[config.mk]
export PLATFORM = sky130hd
export DESIGN_NAME = ir_queue
export DESIGN_NICKNAME = d
export VERILOG_FILES = /design/src/rtl/ir_queue_pkg.sv /design/src/rtl/ir_decode.sv /design/src/rtl/ir_queue.sv
export SDC_FILE = /design/constraint.sdc
export NUM_CORES = 1
export LEC_CHECK = 0
export ABC_CLOCK_PERIOD_IN_PS = 2500
export BUFFER_PORTS_ARGS = -buffer_cell sky130_fd_sc_hd__buf_4
export CORE_UTILIZATION = 39
export CTS_BUF_LIST = sky130_fd_sc_hd__clkbuf_8
export CTS_CLUSTER_SIZE = 12
export DETAILED_ROUTE_END_ITERATION = 10
export PLACE_DENSITY = 0.61
export SLEW_MARGIN = 0
export SYNTH_ARGS = -nofsm -noshare
export SYNTH_HDL_FRONTEND = slang
export SYNTH_SLANG_ARGS = --single-unit
[constraint.sdc]
create_clock -name clk -period 2.5 [get_ports clk]
set_input_delay 0.375 -clock clk [delete_from_list [all_inputs] [get_ports clk]]
set_output_delay 0.375 -clock clk [all_outputs]
set_load 0.005 [all_outputs]
[src/rtl/ir_queue_pkg.sv]
// lc3b_types: shared LC-3b word, field and opcode types plus the queue entry record.
package lc3b_types;
   typedef logic [15:0] lc3b_word;
   typedef logic [2:0]  lc3b_reg;
   typedef logic [5:0]  lc3b_offset6;
   typedef logic [8:0]  lc3b_offset9;
   typedef enum logic [3:0] {
      op_br, op_add, op_ldb, op_stb, op_jsr, op_and, op_ldr, op_str,
      op_rti, op_not, op_ldi, op_sti, op_jmp, op_shf, op_lea, op_trap
   } lc3b_opcode;
   typedef struct packed {
      lc3b_word pc;
      lc3b_word instr;
   } ir_entry_t;
endpackage

[src/rtl/ir_decode.sv]
// ir_decode: combinational split of an LC-3b instruction word into its fields.
module ir_decode
   import lc3b_types::*;
(
   input  lc3b_word    word,
   output lc3b_opcode  opcode,
   output lc3b_reg     dest,
   output lc3b_reg     src1,
   output lc3b_reg     src2,
   output lc3b_offset6 offset6,
   output lc3b_offset9 offset9,
   output logic        a,
   output logic        d
);
   assign opcode  = lc3b_opcode'(word[15:12]);
   assign dest    = word[11:9];
   assign src1    = word[8:6];
   assign src2    = word[2:0];
   assign offset6 = word[5:0];
   assign offset9 = word[8:0];
   assign a       = word[5];
   assign d       = word[4];
endmodule

[src/rtl/ir_queue.sv]
// ir_queue: DEPTH-entry FIFO of PC-tagged instructions between fetch and decode,
// with flush on redirect and decoded head fields.
module ir_queue
   import lc3b_types::*;
#(
   parameter int DEPTH  = 4,
   parameter bit BYPASS = 1'b0
) (
   input  logic                       clk,
   input  logic                       rst,
   input  logic                       flush,
   input  logic                       in_valid,
   output logic                       in_ready,
   input  lc3b_word                   in_instr,
   input  lc3b_word                   in_pc,
   output logic                       out_valid,
   input  logic                       out_ready,
   output lc3b_word                   out_pc,
   output lc3b_word                   instruction,
   output lc3b_opcode                 opcode,
   output lc3b_reg                    dest,
   output lc3b_reg                    src1,
   output lc3b_reg                    src2,
   output lc3b_offset6                offset6,
   output lc3b_offset9                offset9,
   output logic                       A,
   output logic                       D,
   output logic [$clog2(DEPTH+1)-1:0] count
);
   localparam int PW = $clog2(DEPTH);
   localparam int CW = $clog2(DEPTH + 1);
   if (DEPTH < 2 || (DEPTH & (DEPTH - 1)) != 0) begin : g_bad_depth
      $error("ir_queue: DEPTH must be a power of two >= 2");
   end
   ir_entry_t mem [DEPTH];
   ir_entry_t head;
   logic [PW-1:0] rd_ptr, wr_ptr;
   logic byp, wr, rd;
   // A bypassed word that decode takes immediately never touches storage.
   always_comb begin
      in_ready    = count != CW'(DEPTH) && !flush;
      byp         = BYPASS && count == '0 && in_valid && !flush;
      out_valid   = count != '0 || byp;
      head        = byp ? {in_pc, in_instr} : mem[rd_ptr];
      wr          = in_valid && in_ready && !(byp && out_ready);
      rd          = count != '0 && out_ready;
      out_pc      = out_valid ? head.pc : '0;
      instruction = out_valid ? head.instr : '0;
   end
   always_ff @(posedge clk) begin
      if (rst) begin
         rd_ptr <= '0;
         wr_ptr <= '0;
         count  <= '0;
         for (int i = 0; i < DEPTH; i++) mem[i] <= '0;
      end else if (flush) begin
         rd_ptr <= '0;
         wr_ptr <= '0;
         count  <= '0;
      end else begin
         if (wr) begin
            mem[wr_ptr] <= {in_pc, in_instr};
            wr_ptr      <= wr_ptr + PW'(1);
         end
         if (rd) rd_ptr <= rd_ptr + PW'(1);
         count <= count + CW'(wr) - CW'(rd);
      end
   end
   ir_decode u_decode (
      .word    (instruction),
      .opcode  (opcode),
      .dest    (dest),
      .src1    (src1),
      .src2    (src2),
      .offset6 (offset6),
      .offset9 (offset9),
      .a       (A),
      .d       (D)
   );
endmodule

# Word-level counts from Yosys, hierarchy flattened
# Memory sizes are Yosys's and may differ from the RTL's. A register that Yosys moved wholly into a read port is not among the register bits.
# Index checks and enable logic that the tools add are counted.
[word_totals] ram_bits=128 memories=1 in_bits=37 ff_bits=7 elab_cells=29 out_inout_bits=67
[classes] mux=13 reduce_logical=7 n_eq_ne=1 n_addsub=4
[mem_list] name="mem" depth=4 word_bits=32 rd=1 rd_ports_with_merged_regs=1 wr=4 line_no="ir_queue.sv:35" text="ir_entry_t mem [DEPTH];"
[ops] operator="$mux 16" count=2
[ops] operator="$mux 32" count=1
[ops] operator="$reduce_or 32->1" count=1
[ops] operator="$mux 1" count=7
[ops] operator="$mux 2" count=3
[ops] operator="$add 2x1->2 const B" count=2
[ops] operator="$add 3x1->3" count=1
[ops] operator="$logic_and 1x1->1" count=3
[ops] operator="$ne 3x3->1 const B" count=1
[ops] operator="$reduce_bool 3->1" count=1
[ops] operator="$sub 3x1->3" count=1
[ops] operator="$reduce_or 2->1" count=1
[ops] operator="$logic_not 1->1" count=1

# Depth between registers and ports, before layout
[depth] ltp_word=9 depth_mapped=11 depth_no_buf=11

# By module
# A second synthesis with hierarchy kept.
[unflattened] hier_cells=433 hier_area_um2=6515.0
[modules_own_cells] module="ir_queue" area_per_inst_um2=6289.8 seq_area_each_um2=4023.9 instances=1 cells_per_inst=403
[modules_own_cells] module="ir_decode" area_per_inst_um2=225.2 seq_area_each_um2=0.0 instances=1 cells_per_inst=30

# Worst setup path after synthesis
# No wires, ideal clock.
[synth_path] path_kind="register -> register" start="reg count[1]" end="reg count[2]" path_stages_with_launch=11 required_ps=2385 arrival_time_ps=2275 n_path_buf=0 period_less_slack_ps=2390 slack_ps=110 setup_time_ps=115 cell_sequence="dfxtp_1 > nor3_1 > and2b_1 > ha_1 > inv_1 > ha_1 > inv_1 > fa_1 > xnor2_1 > xnor2_1 > and2_1"
[synth_via] elab_cells_between_ends=7 classes_between="add/sub: 2; eq/ne: 1; reduce/logical: 4"
[synth_lines] item="start, declared" line_no="ir_queue.sv:28" text="output logic [$clog2(DEPTH+1)-1:0] count"
[synth_lines] item="start signal, assigned" line_no="ir_queue.sv:66" text="count <= count + CW'(wr) - CW'(rd);"
[synth_lines] item="$reduce_bool 3->1" line_no="ir_queue.sv:46" text="rd = count != '0 && out_ready;"
[synth_lines] item="$logic_and 1x1->1" line_no="ir_queue.sv:46"
[synth_lines] item="via rd" line_no="ir_queue.sv:38" text="logic byp, wr, rd;"
[synth_lines] item="$sub 3x1->3" line_no="ir_queue.sv:66"
# The timed path passes the listed nets, and every way through them passes these cells.
# A chain may end at the register's enable or synchronous reset.

==> impl_results.md <==
- Fmax: 0.421 GHz
- Fin Clk Skew: 0.0102 ns
- Slew Limit Fails: 0
- Leak: 3.31 nW
- Power per standard cell area: 617 nW/µm²
- DIE AREA: approximately 17,000 µm²
- Top-Level Pins: 104
- DRC viols: 0
- Sequential area share after synthesis: 0.618
- Compound-Gate Fraction of Synth Area: 0.00883
- RSZ-0062 raised after global routing: no
- Worst min-delay path category: in2reg
- Main combinational cell family by area after synthesis: simple AND/OR/NAND/NOR gates
- Via count: 3,781
- Latest clock arrival within the worst-skew pair: 0.45 ns
- Nets: 547
- Initial core utilization: 0.404
- Simple-gate share of the synthesized area: 0.176
- CORE AREA: 16,100 µm²
- Crit path launch type: flip-flop
- Mapped cell area: between 6000 and 7000 µm²
- # port buffers: 103
- FF-to-FF Start: count[2]
- PnR worst setup slack: between 0.1 and 0.15 ns
- Largest net degree at the start of global routing: 81
- Adder-cell share of the synthesized area: 0.00691
- Min-delay src: flush
- Most frequent cells in the layout: edfxtp_1, buf_4, and3_1
- Worst path required time: roughly 2.1 ns
- Register-to-Register Path Depth: 11
- Yosys synthesis warning count: 0
- Reg clk slew, reported paths: around 0.07 ns
- CTS Root Cell: clkbuf_8
- Placed cells: 704
- Minimum clock period: 2.38 ns
- Placed wire-length estimate: 7.95 mm
- Placement Setup Slack: around 0.22 ns
- Slew HR: 0.605
- Max-Cap Viols: 0
- Portion of netlist area occupied by mux cells: 0.112
- Fin cells: 736
- Worst EP arrival: ~2.0 ns
- Slew @ Worst Pin: 0.592 ns
- Die Ht: 131 µm
- Syn nets: 473
- TritonRoute pass-1 iters: 5
- Syn Area/Cell: 15.0 µm²
- Reg2reg end: count[2]
- Design area: 7610 µm²
- Post-synthesis xor/xnor area fraction: 0.00403
- Global-route wire length before repair: ~21 mm
- DR WL/cell: 18.5 µm
- Via/cell ratio: a little over 5
- Inserted Diodes: 0
- Initial antenna violation count: 0
- Hold Crit Depth: 2
- Crit. End Element: primary output
- Setup total negative slack: 0 ns
- Number of distinct library cells after synthesis: 32
- Setup violators final: 0
- Fin Hold WS: 0.164 ns
- Final period utilization: 0.951
- Grt total ovfl: 0
- Horiz. Die Dim: 131 µm
- Yosys reg bits: 137
- Max Fanout on Critical Path: 20
- Vias in the first global route: approximately 4,000
- WS Path Type: reg2out
- CTS tree: built
- Routability cong.: 0.736
- Hold violation count in the final report: 0
- Layout cells sized above 1: 0.358
- Routed Wire Length: about 14 mm
- Post-layout util: 0.473
- Reg2Reg Setup Slack: 0.26 ns
- CTS Buffer Depth: 2
- Area Growth Syn to Fin: 16.9%
- Peak supply drop: a little under 0.0003 V
- ANT nets after route: 0
- Initial drt markers: 247
- Outcome: finished, final reports clean
- # rows: 46
- Total CTS buffers: 17
- Tot Pwr: 4.69 mW
- Post-DP Area: 7280 µm²
- Mapped Cells: 433
- Max H-tree Level: 4
- Clock sink count: around 140
- GRT Total Usage: 0.165
- Commonest non-fill, non-tap cell in the layout: edfxtp_1
- Hold endpoint: count[1]
## flip-flops by register name, summed over array words and instances (netlist names), named ones only
| name | flops |
|---|---|
| mem | 128 |
| count | 3 |
| rd_ptr | 2 |
| wr_ptr | 2 |
## final cells by class
cell class	count	area, µm²
Fill cell	1476	8500
Sequential cell	137	4030
Multi-Input combinational cell	228	2030
Timing Repair Buffer	119	943
Tap cell	216	270
Clock buffer	18	248
Clock inverter	14	82.6
Inverter	4	15.0
## cells in the mapped netlist (all sizes together)
cell type / n / share of area
mux4: 32 / 0.11
a21o: 4 / 0.0046
nor3b: 2 / 0.0031
xnor2: 2 / 0.0027
buf: 50 / 0.064
and2b: 12 / 0.014
and3: 96 / 0.092
mux2i: 1 / 0.0015
ha: 2 / 0.0038
xor2: 1 / 0.0013
or4bb: 1 / 0.0017
nand2b: 1 / 0.00096
fa: 1 / 0.0031
dfxtp: 9 / 0.028
clkbuf: 14 / 0.0081
or3: 1 / 0.00096
o311ai: 1 / 0.0013
inv: 4 / 0.0023
nor2b: 23 / 0.022
o2bb2ai: 1 / 0.0013
nor3: 3 / 0.0023
and3b: 1 / 0.0013
o21ai: 2 / 0.0015
and2: 34 / 0.033
nor2: 4 / 0.0035
edfxtp: 128 / 0.59
nand2: 3 / 0.0017
## what timing repair did
item | in CTS | in global routing
setup buffers | 0 | 0
gates resized for setup | 1 | 0
endpoints found under the setup margin | 23 | 0
hold buffers | 0 | 0
## kinds of logic after synthesis
| kind of cell | after synthesis |
|---|---|
| AO/OA/AOI/OAI | 8 |
| XOR/XNOR | 3 |
| adder cells (fa/ha/maj) | 3 |
| buffers and inverters | 68 |
| flip-flops | 137 |
| multiplexers | 33 |
| AND/OR/NAND/NOR | 181 |
## worst max path at each step
| stage | start | slack, ns | end |
|---|---|---|---|
| 6_report | flip-flop | 0.12 | offset6[5] |
| 5_1_grt | flip-flop | 0.001 | src2[1] |
| 4_1_cts | flip-flop | 0.06 | offset6[5] |
| 3_5_place_dp | flush | 0.22 | count[2] |
| 3_3_place_gp | flush | 0.24 | count[2] |
| 2_1_floorplan | count[1] | 0.11 | count[2] |
## worst max-delay path: stages, from the launching register on
cell     delay (ns)
dfxtp_4        0.44
buf_12         0.23
mux4_2         0.53
nor2b_1        0.18
buf_4          0.16
## power by group
group / internal, mW / leakage (nW) / switching, mW
Sequential: 2.61 / 1.41 / 0.0321
Combinational: 0.250 / 1.71 / 0.245
Clock: 0.769 / 0.201 / 0.784
Total: 3.63 / 3.31 / 1.06
## per-layer routing
| layer | up-vias | part of all wire | routed length, µm | track usage |
|---|---|---|---|---|
| met5 | - | 0 | 0 | 0 |
| met2 | 89 | 0.52 | 7110 | 0.288 |
| li1 | 1742 | - | - | - |
| met4 | 0 | 0.019 | 265 | 0.0717 |
| met1 | 1930 | 0.42 | 5690 | 0.193 |
| met3 | 20 | 0.040 | 543 | 0.0394 |
Power figures use the tool's default switching activity.
